$ cat src/rtl/dot_row_feeder.sv
// Row/vector package feeder for the eight-lane dot-product unit: fetches bank A row
// packages and bank B vector packages, zero-pads the tail and strobes each pair out.
module dot_row_feeder #(
  parameter int unsigned NOE = 10,
  parameter int unsigned NI  = 8,
  parameter int unsigned GAP = 4,
  parameter int unsigned AW  = 10
) (
  input  logic              clk,
  input  logic              reset,
  input  logic              start,
  input  logic [15:0]       rows,
  output logic              a_rd_en,
  output logic [AW-1:0]     a_addr,
  input  logic [32*NI-1:0]  a_rd_data,
  output logic              b_rd_en,
  output logic [AW-1:0]     b_addr,
  input  logic [32*NI-1:0]  b_rd_data,
  output logic [32*NI-1:0]  first_row_input,
  output logic [32*NI-1:0]  second_row_input,
  output logic              outsider_read_now,
  output logic [31:0]       no_of_multiples,
  input  logic              prepare_my_new_input,
  output logic              busy,
  output logic              done
);

  localparam int unsigned   PKG       = (NOE + NI - 1) / NI;
  localparam int unsigned   PW        = (PKG > 1) ? $clog2(PKG) : 1;
  localparam int unsigned   GW        = $clog2(GAP);
  localparam logic [PW-1:0] PKG_LAST  = PW'(PKG - 1);
  localparam logic [GW-1:0] HOLD_LAST = GW'((GAP > 3) ? GAP - 4 : 0);

  typedef enum logic [2:0] {
    S_IDLE,
    S_FETCH,
    S_LOAD,
    S_PRESENT,
    S_HOLD,
    S_ROW_WAIT
  } state_t;

  state_t            state_q, state_d;
  logic [15:0]       row_q, row_d;
  logic [15:0]       rows_q, rows_d;
  logic [PW-1:0]     pkg_q, pkg_d;
  logic [GW-1:0]     gap_q, gap_d;
  logic [AW-1:0]     base_q, base_d;
  logic              rd_en_q, rd_en_d;
  logic [AW-1:0]     a_addr_q, a_addr_d;
  logic [AW-1:0]     b_addr_q, b_addr_d;
  logic [32*NI-1:0]  pkg_a_q, pkg_a_d;
  logic [32*NI-1:0]  pkg_b_q, pkg_b_d;
  logic              strobe_q, strobe_d;
  logic              busy_q, busy_d;
  logic              done_q, done_d;
  logic [31:0]       nom_q, nom_d;
  logic              enter_fetch;
  logic [32*NI-1:0]  lane_mask;

  // Lanes whose global element index runs past NOE are padding.
  always_comb begin
    lane_mask = '0;
    for (int unsigned k = 0; k < NI; k++) begin
      if (32'(pkg_q) * NI + k < NOE) lane_mask[32*(NI-k)-1 -: 32] = '1;
    end
  end

  always_comb begin
    state_d     = state_q;
    row_d       = row_q;
    rows_d      = rows_q;
    pkg_d       = pkg_q;
    gap_d       = gap_q;
    base_d      = base_q;
    rd_en_d     = 1'b0;
    a_addr_d    = a_addr_q;
    b_addr_d    = b_addr_q;
    pkg_a_d     = pkg_a_q;
    pkg_b_d     = pkg_b_q;
    strobe_d    = 1'b0;
    busy_d      = busy_q;
    done_d      = 1'b0;
    nom_d       = nom_q;
    enter_fetch = 1'b0;

    case (state_q)
      S_IDLE: begin
        if (start) begin
          if (rows != 16'd0) begin
            state_d     = S_FETCH;
            row_d       = '0;
            pkg_d       = '0;
            base_d      = '0;
            rows_d      = rows;
            busy_d      = 1'b1;
            nom_d       = 32'(PKG);
            enter_fetch = 1'b1;
          end else begin
            done_d = 1'b1;
          end
        end
      end
      S_FETCH: state_d = S_LOAD;
      S_LOAD: begin
        state_d  = S_PRESENT;
        pkg_a_d  = a_rd_data & lane_mask;
        pkg_b_d  = b_rd_data & lane_mask;
        strobe_d = 1'b1;
      end
      S_PRESENT: begin
        if (pkg_q == PKG_LAST) begin
          state_d = S_ROW_WAIT;
        end else begin
          pkg_d = pkg_q + 1'b1;
          if (GAP == 3) begin
            state_d     = S_FETCH;
            enter_fetch = 1'b1;
          end else begin
            state_d = S_HOLD;
            gap_d   = '0;
          end
        end
      end
      S_HOLD: begin
        if (gap_q == HOLD_LAST) begin
          state_d     = S_FETCH;
          enter_fetch = 1'b1;
        end else begin
          gap_d = gap_q + 1'b1;
        end
      end
      S_ROW_WAIT: begin
        if (prepare_my_new_input) begin
          if (row_q != rows_q - 16'd1) begin
            state_d     = S_FETCH;
            row_d       = row_q + 16'd1;
            pkg_d       = '0;
            base_d      = base_q + AW'(PKG);
            enter_fetch = 1'b1;
          end else begin
            state_d = S_IDLE;
            busy_d  = 1'b0;
            nom_d   = '0;
            done_d  = 1'b1;
          end
        end
      end
      default: state_d = S_IDLE;
    endcase

    // Row base advances by PKG per row, so row*PKG+pkg needs no multiplier.
    if (enter_fetch) begin
      rd_en_d  = 1'b1;
      a_addr_d = base_d + AW'(pkg_d);
      b_addr_d = AW'(pkg_d);
    end
  end

  always_ff @(posedge clk or negedge reset) begin
    if (!reset) begin
      state_q  <= S_IDLE;
      row_q    <= '0;
      rows_q   <= '0;
      pkg_q    <= '0;
      gap_q    <= '0;
      base_q   <= '0;
      rd_en_q  <= 1'b0;
      a_addr_q <= '0;
      b_addr_q <= '0;
      pkg_a_q  <= '0;
      pkg_b_q  <= '0;
      strobe_q <= 1'b0;
      busy_q   <= 1'b0;
      done_q   <= 1'b0;
      nom_q    <= '0;
    end else begin
      state_q  <= state_d;
      row_q    <= row_d;
      rows_q   <= rows_d;
      pkg_q    <= pkg_d;
      gap_q    <= gap_d;
      base_q   <= base_d;
      rd_en_q  <= rd_en_d;
      a_addr_q <= a_addr_d;
      b_addr_q <= b_addr_d;
      pkg_a_q  <= pkg_a_d;
      pkg_b_q  <= pkg_b_d;
      strobe_q <= strobe_d;
      busy_q   <= busy_d;
      done_q   <= done_d;
      nom_q    <= nom_d;
    end
  end

  assign a_rd_en           = rd_en_q;
  assign b_rd_en           = rd_en_q;
  assign a_addr            = a_addr_q;
  assign b_addr            = b_addr_q;
  assign first_row_input   = pkg_a_q;
  assign second_row_input  = pkg_b_q;
  assign outsider_read_now = strobe_q;
  assign no_of_multiples   = nom_q;
  assign busy              = busy_q;
  assign done              = done_q;

endmodule

$ cat config.mk
export PLATFORM = sky130hd
export DESIGN_NAME = dot_row_feeder
export DESIGN_NICKNAME = d
export VERILOG_FILES = /design/src/rtl/dot_row_feeder.sv
export SDC_FILE = /design/constraint.sdc
export NUM_CORES = 1
export LEC_CHECK = 0
export CORE_AREA = 8 8 424 426
export CTS_BUF_LIST = sky130_fd_sc_hd__clkbuf_4 sky130_fd_sc_hd__clkbuf_8
export DETAILED_ROUTE_END_ITERATION = 7
export DIE_AREA = 0 0 432 434
export MAX_ROUTING_LAYER = met4
export PLACE_DENSITY = 0.45
export SYNTH_ARGS = -nofsm -noshare
export SYNTH_HDL_FRONTEND = slang
export SYNTH_SLANG_ARGS = --single-unit
$ cat constraint.sdc
create_clock -name clk -period 6 [get_ports clk]
set_input_delay 1.2 -clock clk [delete_from_list [all_inputs] [get_ports clk]]
set_output_delay 1.2 -clock clk [all_outputs]
set_load 0.05 [all_outputs]
# Word-level counts from Yosys, hierarchy flattened
# Cells that the tools add are included.
[totals]
register_bits = 607
latch_bits = 0
ramBits = 0
romBits = 0
input_bits = 532
out_inout_bits = 569
elab_cells = 119
mem_count = 0
[classes]
addsub = 13
multipliers = 0
n_div = 0
magnitude_cmp = 8
eq_ne = 14
shifts = 0
mux = 57
n_bitwise = 2
reduce_logical = 10
[op_table]
columns = ["op", "n"]
rows = [
  ["256-bit AND", 2],
  ["32-bit two-way mux", 12],
  ["16-bit two-way mux", 4],
  ["32-bit one-hot mux with 2 select lines", 1],
  ["10-bit two-way mux", 4],
  ["5-bit by 4-bit < comparator with 1-bit output, second input constant", 7],
  ["16-bit one-hot mux with 2 select lines", 1],
  ["1-bit two-way mux", 22],
  ["4-bit by 3-bit adder with 5-bit output, second input constant", 4],
  ["10-bit one-hot mux with 2 select lines", 1],
  ["3-bit one-hot mux with 6 select lines", 1],
  ["16-bit by 1-bit adder with 16-bit output, second input constant", 1],
  ["16-bit inequality test", 1],
  ["2-bit inequality test, second input constant", 8],
  ["16-bit nonzero test", 1],
  ["16-bit by 1-bit subtractor with 16-bit output, second input constant", 1],
  ["3-bit two-way mux", 4],
  ["10-bit by 1-bit adder with 10-bit output", 1],
  ["10-bit by 2-bit adder with 10-bit output, second input constant", 1],
  ["4-bit by 2-bit adder with 5-bit output, second input constant", 2],
  ["5-bit AND reduction", 2],
  ["3-bit by 2-bit equality test with 1-bit output, second input constant", 2],
  ["3-bit equality test, second input constant", 2],
  ["1-bit one-hot mux with 3 select lines", 2],
  ["13 further kinds", 17],
]

# Logic depth before layout (Yosys ltp)
# Gate-level depths: netlist of run 1.
[logic_depth]
depth_word = 6
ltp_mapped = 19
ltp_nobuf = 17

# Worst setup path after synthesis of run 1
# Ideal clock, no wire load.
[synth_path]
kind = "input port to flip-flop"
from = "in rows[0]"
to = "reg a_addr_q[6], in the netlist a_addr[6]"
arrival_ps = 3467
slack_ps = 2455
path_stages = 13
path_buffers = 1
cell_sequence = "nor4_1 > nand4_1 > nand3_1 > clkbuf_1 > nand3_1 > nand2_1 > ha_1 > ha_1 > nand3_1 > mux2i_1 > nand4_1 > xor2_1 > a21oi_1"
[synth_via]
elab_chain_cells = 5
[synth_rtl]
columns = ["element", "line_no", "rtl"]
rows = [
  ["start, declared", "12", "input logic [15:0] rows,"],
  ["16-bit nonzero test", "90", "if (rows != 16'd0) begin"],
  ["1-bit two-way mux", "90", ""],
  ["1-bit two-way mux", "89", "if (start) begin"],
  ["1-bit one-hot mux with 3 select lines", "87", "case (state_q)"],
  ["named net pkg_d", "46", "logic [PW-1:0] pkg_q, pkg_d;"],
  ["10-bit by 1-bit adder with 10-bit output", "155", "a_addr_d = base_d + AW'(pkg_d);"],
  ["end signal, assigned", "185", "a_addr_q <= a_addr_d;"],
  ["end, declared", "50", "logic [AW-1:0] a_addr_q, a_addr_d;"],
]
# The timed path passes the listed nets, and every way through them passes these cells.
# A chain may end at the register's enable or synchronous reset.

# Worst setup path after layout of run 1
[layout_path]
from = "reg rows_q[0]"
to = "reg a_addr_q[6], in the netlist a_addr[6]"
[layout_via]
elab_chain_cells = 6
[layout_rtl]
columns = ["element", "line_no", "rtl"]
rows = [
  ["start, declared", "45", "logic [15:0] rows_q, rows_d;"],
  ["start signal, assigned", "180", "rows_q <= rows_d;"],
  ["16-bit by 1-bit subtractor with 16-bit output", "135", "if (row_q != rows_q - 16'd1) begin"],
  ["16-bit inequality test", "135", ""],
  ["1-bit two-way mux", "135", ""],
  ["1-bit two-way mux", "134", "if (prepare_my_new_input) begin"],
  ["1-bit one-hot mux with 3 select lines", "87", ""],
  ["named net pkg_d", "46", ""],
  ["10-bit by 1-bit adder with 10-bit output", "155", ""],
]
# The timed path passes the listed nets, and every way through them passes these cells.

==> run_results.csv, run 1 <==
group,metric,value,unit
run_status,status,"complete, no violations",
sta,slew_headroom,0.2649,
cts,cts_resized,0,
placement,gp_congestion,0.9591,
setup_path,end_kind,"register",
drt,avgViaCountPerCell,3.732,
layout,fillers,18910,
job,cap_viol_max_count,0,
cts,cts_tree,"built",
floorplanning,die_h,434,µm
sta,setup_viol,0,
synth,synth_area,0.02471,mm²
setup_path,cp.arrival,5.31,ns
floorplanning,die-width,432,µm
synth,synth_cell_type_count,66,
synth,yosysTopAreaCell,"dfrtp_1",
cts,cts_buffer_depth,3,
grt,top_usage_layer,"met2",
power,power.density,649.1,mW/mm²
grt,grt-ovfl-total,0,
grt,met3_usage,0.05817,
synth,yosys_warnings,0,
floorplanning,num_io_pins,1101,
floorplanning,die_area,0.1875,mm²
placement,dpl.hpwl,115900,µm
drt,dr.pass1.iters,5,
drt,drt_wl_total,149100,µm
sta,tns,0,ns
synth,synth_top_area_frac,0.5822,
layout,area_delta_synth_final,63.43,%
synth,ys_top_cells_by_area,"dfrtp_1 58%, nand2_1 19%, nand3b_1 12%",
synth,synth_seq_cells,575,
grt,grt.total_usage,0.1553,
synth,synth_edf_count,0,
synth,syn_avg_cell_area,9.256,µm²
drt,drc_errors,0,
grt,grt_antenna_before_repair,63,
floorplanning,start_util,0.1430,
grt,grt_use_met2,0.2463,
synth,yosysSeqAreaShare,0.5822,
cts,cts_setup_buffers,0,
sta,rsz0062_at_grt,"no",
power,pwr-share-seq,0.261,
floorplanning,num_rows,153,
synth,synth_ff_type,"dfrtp_1",
drt,drtAntennaViolNets,0,
power,swShare,0.5185,
cts,root_buffer,"clkbuf_8",
cts,insertion_delay,0.84,ns
drt,drt_iter0_markers,1641,
floorplanning,core,0.1729,mm²
cts,cts_made_buffers,116,
setup_path,path_max_fanout,11,
sta,drv_slew,0,
sta,hold_viol_final,0,
power,p_switching,0.01359,W
power,combPwrFrac,0.559,
drt,vias,22890,
synth,async_flop_share,1.000,
drt,wl_per_cell,24.31,µm
synth,synthCells,2670,
setup_path,cp-start-kind,"register",
layout,final_layout_size_suffix_gt1_frac,0.07011,
sta,min_period_over_period,0.7627,
power,cellLeakagePower,18.55,nW
cts,ctsHoldBuffers,0,
sta,worst_hold_slack,0.4189,ns
sta,tightest_slew,1.103,ns
setup_path,cp_data_required_time,6.74,ns
grt,grt_max_degree,183,
layout,nNetsFinal,4233,
grt,grt_use_met1,0.1814,
grt,grt_pass1_vias,23290,
sta,min_period,4.576,ns
power,p_int,0.01262,W
sta,max_freq,0.2185,GHz
power,irDropWorstVdd,0.2667,mV
hold_path,hold_class,"input port to async pin",
sta,clock_skew,0.04605,ns
cts,cts_sinks,575,
setup_path,critPathKind,"register to register",
grt,grt_pass1_wl,198900,µm
cts,htree_levels,3,
cts,clk_transition_reported_paths,0.07,ns
placement,port-buffer-count,1060,
power,clkPwrFrac,0.179,
-- state kept, by name, summed over array words and instances, names as in the netlist, 2 cells and up --
name              flops
base_q               10
state_q               3
first_row_input     256
gap_q                 2
row_q                16
a_addr               10
second_row_input    256
rows_q               16
-- cell usage after synthesis, types with 2 or more instances --
| master | count |
|---|---|
| and4_1 | 4 |
| nand3b_1 | 386 |
| o21ai_0 | 14 |
| dfrtp_1 | 575 |
| nor3_1 | 10 |
| a31oi_1 | 3 |
| and4b_1 | 2 |
| and3_1 | 7 |
| buf_6 | 2 |
| o21a_1 | 2 |
| nor2_1 | 31 |
| nor3_4 | 2 |
| and2_1 | 3 |
| nor2b_1 | 7 |
| inv_2 | 2 |
| a211oi_2 | 2 |
| or3_1 | 7 |
| nand4b_1 | 5 |
| o21ai_1 | 2 |
| inv_1 | 10 |
| buf_4 | 42 |
| buf_2 | 5 |
| a21boi_0 | 2 |
| o211ai_1 | 2 |
| or4_1 | 2 |
| nor4_1 | 5 |
| nand3_1 | 20 |
| a21oi_1 | 15 |
| nand2_1 | 1231 |
| xor2_1 | 22 |
| o32ai_1 | 2 |
| mux2i_1 | 10 |
| nand4_1 | 12 |
| clkbuf_1 | 165 |
| ha_1 | 6 |
| a211oi_1 | 2 |
| xnor2_1 | 11 |
| buf_1 | 4 |
| nand2b_1 | 9 |
-- logic make-up (layout without fill, tap and decap cells) --
group,after synthesis,count (layout),synth area share
other,1,55,0.0001517
multiplexers,12,12,0.005215
XOR/XNOR,34,34,0.01261
adder cells (fa/ha/maj),6,6,0.003038
flip-flops,575,575,0.5822
buffers and inverters,230,1315,0.04217
AND/OR/NAND/NOR,1754,1754,0.3382
AO/OA/AOI/OAI,58,58,0.01640
-- power by group through the flow --
| stage | clock network [W] | registers (W) | logic (W) |
|---|---|---|---|
| 6_report | 0.00470 | 0.00686 | 0.0147 |
| 5_1_grt | 0.00507 | 0.00707 | 0.0155 |
| 4_1_cts | 0.00493 | 0.00684 | 0.0149 |
| 3_5_place_dp | 0 | 0.00688 | 0.0149 |
| 3_3_place_gp | 0 | 0.00683 | 0.0149 |
| 2_1_floorplan | 0 | 0.0121 | 0.00341 |
-- worst paths after layout --
kind | slack (ns) | depth (start not counted) | to | from
max | 1.42 | 17 | a_addr[6] | rows_q[0]
min | 0.42 | 1 | first_row_input[38] | reset
max reg2reg | 1.42 | 17 | a_addr[6] | rows_q[0]
min reg2reg | 0.46 | 2 | second_row_input[59] | second_row_input[59]
max in group asynchronous | 4.19 | 2 | second_row_input[183] | reset
min in group clk | 0.46 | 2 | second_row_input[59] | second_row_input[59]
-- worst max-delay path, cell delays in order (launching register included) --
cell,delay [ns]
dfrtp_1,0.41
inv_1,0.08
ha_1,0.19
nor2b_1,0.47
nand4_2,0.20
mux2_4,0.34
a211oi_2,0.23
nand4_1,0.50
nand3_1,0.38
nand3_1,0.14
nand2_1,0.14
ha_1,0.20
ha_1,0.22
nand3_1,0.10
mux2i_1,0.37
nand4_1,0.16
xor2_1,0.16
a21oi_1,0.16
-- cell type report --
class / count / area [µm²] / share of cell area
antenna: 15 / 37.54 / 0.0009293
clock buffer: 189 / 2389 / 0.05914
clock inverter: 28 / 272.8 / 0.006753
inverter: 12 / 52.55 / 0.001301
multi-input combinational: 1904 / 9439 / 0.2337
sequential: 575 / 14390 / 0.3563
tap: 2325 / 2909 / 0.07202
timing repair buffer: 1086 / 10900 / 0.2698
-- layer usage --
metal / vias up / routed length, µm
li1: 10570 / -
met2: 883 / 70880
met5: - / 0
met4: 0 / 5695
met3: 258 / 13040
met1: 11190 / 59530
-- cell usage in the layout, fill, tap and decap left out, types with 3 or more instances in the layout --
cell	count
xnor2_1	11
clkinvlp_4	4
nand3b_1	386
nand3_1	20
bufinv_16	4
nand2_1	1230
and2_1	3
or3_1	7
clkbuf_8	155
buf_12	7
and4_1	4
ha_1	6
nor2_1	31
clkdlybuf4s50_1	1059
nand2b_1	9
xor2_1	22
nand4_1	12
a21oi_1	15
diode_2	15
and3_1	7
o21ai_0	14
mux2i_1	10
inv_1	10
nor2b_1	6
nor4_1	5
buf_4	19
nand4b_1	5
nor3_1	10
clkbuf_4	34
a31oi_1	3
inv_8	4
conb_1	40
clkinv_2	16
dfrtp_1	574
-- stage by stage --
step / utilization / instances / area (µm²) / setup WS, ns / power, W
finish: 0.2337 / 6134 / 40390 / 1.424 / 0.02622
global route: 0.2336 / 6133 / 40390 / 0.9511 / 0.02767
CTS: 0.2334 / 6119 / 40350 / 1.421 / 0.02671
detailed placement: 0.2180 / 5902 / 37690 / 0.7610 / 0.02177
global placement: 0.2180 / 5902 / 37690 / 0.8027 / 0.02172
floorplan: - / 2709 / 24860 / 2.455 / 0.01554
Power figures use the tool's default switching activity.
==> inputs of run 2 (changes only) <==
CORE_AREA = 8 8 418 420   (was 8 8 424 426)
DIE_AREA = 0 0 426 428   (was 0 0 432 434)
PLACE_DENSITY = 0.46   (was 0.45)
clock period = 4.4 ns   (was 6 ns; I/O delays follow)
==> run 2 against run 1 <==
Combinational power is 37% higher; worst setup slack got worse by 0.94 ns; flip-flop and latch count stayed put; final cell count shrank 1.6%; critical path depth down 2; worst hold slack gained 0.041 ns; register-to-register slack worse by 0.94 ns; clock skew rose by 0.021 ns; global-route usage about the same; die area is 2.8% lower; core utilization increased by 0.64 points; routed wire length fell by 4.0%; critical endpoint unchanged.
==> run_results.csv, run 2 (synthesized netlist as in run 1, its figures left out) <==
group,metric,value,unit
run_status,status,"complete, no violations",
setup_path,cp_data_required_time,5.09,ns
floorplanning,num_io_pins,1101,
grt,grt.total_usage,0.1551,
drt,dr.pass1.iters,7,
cts,cts_sinks,575,
power,clkPwrFrac,0.173,
floorplanning,die_area,0.1823,mm²
sta,setup_viol,0,
drt,drc_errors,0,
job,cap_viol_max_count,0,
floorplanning,die-width,426,µm
sta,tightest_slew,1.349,ns
cts,cts_tree,"built",
setup_path,cp-start-kind,"register",
power,pwr-share-seq,0.262,
setup_path,critPathSlowestCell,"and4_1",
floorplanning,die_h,428,µm
drt,drt_iter0_markers,1590,
layout,nNetsFinal,4255,
drt,drtAntennaViolNets,0,
layout,multi_input_area,0.009442,mm²
power,power.density,879.1,mW/mm²
power,cellLeakagePower,18.61,nW
placement,dpl.hpwl,112000,µm
drt,drt_wl_total,143200,µm
cts,cts_setup_buffers,0,
drt,wl_per_cell,23.72,µm
grt,grt_use_met1,0.1832,
setup_path,critPathKind,"register to register",
sta,min_period_over_period,0.8900,
setup_path,end_kind,"register",
setup_path,cp.arrival,4.61,ns
grt,grt-ovfl-total,0,
power,swShare,0.5160,
layout,area_delta_synth_final,63.36,%
power,p_switching,0.01831,W
grt,grt_max_degree,268,
setup_path,path_max_fanout,7,
sta,min_period,3.916,ns
power,irDropWorstVdd,0.3796,mV
power,p_int,0.01718,W
sta,max_freq,0.2554,GHz
layout,mostFrequentLayoutCells,"1230 x nand2_1, 1059 x clkdlybuf4s50_1, 574 x dfrtp_1",
sta,clock_skew,0.06687,ns
cts,root_buffer,"clkbuf_8",
layout,final_layout_size_suffix_gt1_frac,0.07256,
grt,grt_use_met2,0.2600,
hold_path,hold_class,"register to register",
drt,avgViaCountPerCell,3.771,
grt,grt_pass1_vias,23490,
sta,slew_headroom,0.1005,
drt,vias,22760,
placement,port-buffer-count,1060,
cts,cts_made_buffers,115,
cts,htree_levels,3,
power,combPwrFrac,0.566,
floorplanning,start_util,0.1470,
sta,hold_viol_final,0,
grt,grt_antenna_before_repair,56,
grt,met3_usage,0.04300,
sta,rsz0062_at_grt,"no",
layout,regArea,0.01439,mm²
cts,clk_transition_reported_paths,0.06,ns
layout,fillers,18300,
placement,gp_congestion,0.8690,
grt,top_usage_layer,"met2",
setup_path,crit_chain,"inv_1, ha_1, nor2b_2, nand4_2, mux2_4, a211oi_2, and4_1, o31ai_4, mux2i_1, ha_1, nand3_1, mux2i_1, nand4_1, xor2_1, a21oi_1",
layout,final_common_cell,"nand2_1",
floorplanning,core,0.1681,mm²
sta,tns,0,ns
setup_path,slowest_delay,0.49,ns
sta,fin_ws,0.4839,ns
sta,drv_slew,0,
placement,preCtsSetupSlack,0.2123,ns
cts,insertion_delay,0.83,ns
floorplanning,num_rows,151,
cts,cts_buffer_depth,3,
grt,grt_pass1_wl,195500,µm
==> run 2: final cells by class <==
class                   count  area share
well taps                2218     0.06874
repair buffers           1109      0.2765
inverters                  12    0.001302
multi-input cells        1904      0.2339
clock inverters            15    0.005269
flip-flops and latches    575      0.3565
clock buffers             189     0.05700
diodes                     14   0.0008678
==> run 2: worst paths after layout <==
path,depth (start not counted),to,from,slack (ns)
setup / recovery,15,a_addr[6],rows_q[0],0.48
hold / removal,2,first_row_input[133],first_row_input[133],0.46
setup reg to reg,15,a_addr[6],rows_q[0],0.48
hold reg to reg,2,first_row_input[133],first_row_input[133],0.46
max in group asynchronous,4,second_row_input[148],reset,2.55
min in group asynchronous,2,first_row_input[208],reset,0.65
==> run 2: what timing repair did <==
item                                   CTS  global route
endpoints found under the hold margin   10             0
setup endpoints to repair                0             3
gates resized for setup                  0             1
hold buffers                             1             0
==> run 2: through the flow <==
step | power [W] | utilization | std cells | hold WS, ns | area, µm²
CTS | 0.03618 | 0.2399 | 6022 | 0.3926 | 40330
global route | 0.03748 | 0.2400 | 6030 | 0.4739 | 40360
floorplan | 0.02119 | - | 2709 | 0.4488 | 24860
finish | 0.03549 | 0.2401 | 6036 | 0.4597 | 40370
global placement | 0.02971 | 0.2249 | 5817 | 0.4484 | 37810
detailed placement | 0.02976 | 0.2249 | 5817 | 0.4544 | 37810
==> run 2: per-layer routing <==
metal	vias up	share of wire
li1	10600	-
met1	11100	0.41
met2	804	0.49
met3	254	0.071
met4	0	0.028
met5	-	0
==> run 2: critical path: cells and delay by family, from the launching register on <==
| kind | cells | cell delay (ns) |
|---|---|---|
| simple gates | 5 | 1.27 |
| buf+inv | 1 | 0.09 |
| compound gates | 3 | 0.41 |
| mux | 3 | 0.96 |
| xor+xnor | 1 | 0.16 |
| flops | 1 | 0.42 |
| fa+ha+maj | 2 | 0.47 |
==> run 2: power groups by stage <==
stage | clock (W) | combinational, W | sequential [W]
CTS | 0.00641 | 0.0205 | 0.00928
global placement | 0 | 0.0204 | 0.00928
floorplan | 0 | 0.00465 | 0.0165
global route | 0.00660 | 0.0213 | 0.00959
detailed placement | 0 | 0.0204 | 0.00932
finish | 0.00612 | 0.0201 | 0.00929
==> inputs of run 3 (changes only) <==
SKIP_LAST_GASP = 1   (was not set)
==> results of run 3 <==
Final layout, timing and power as in run 2 (identical DEF).
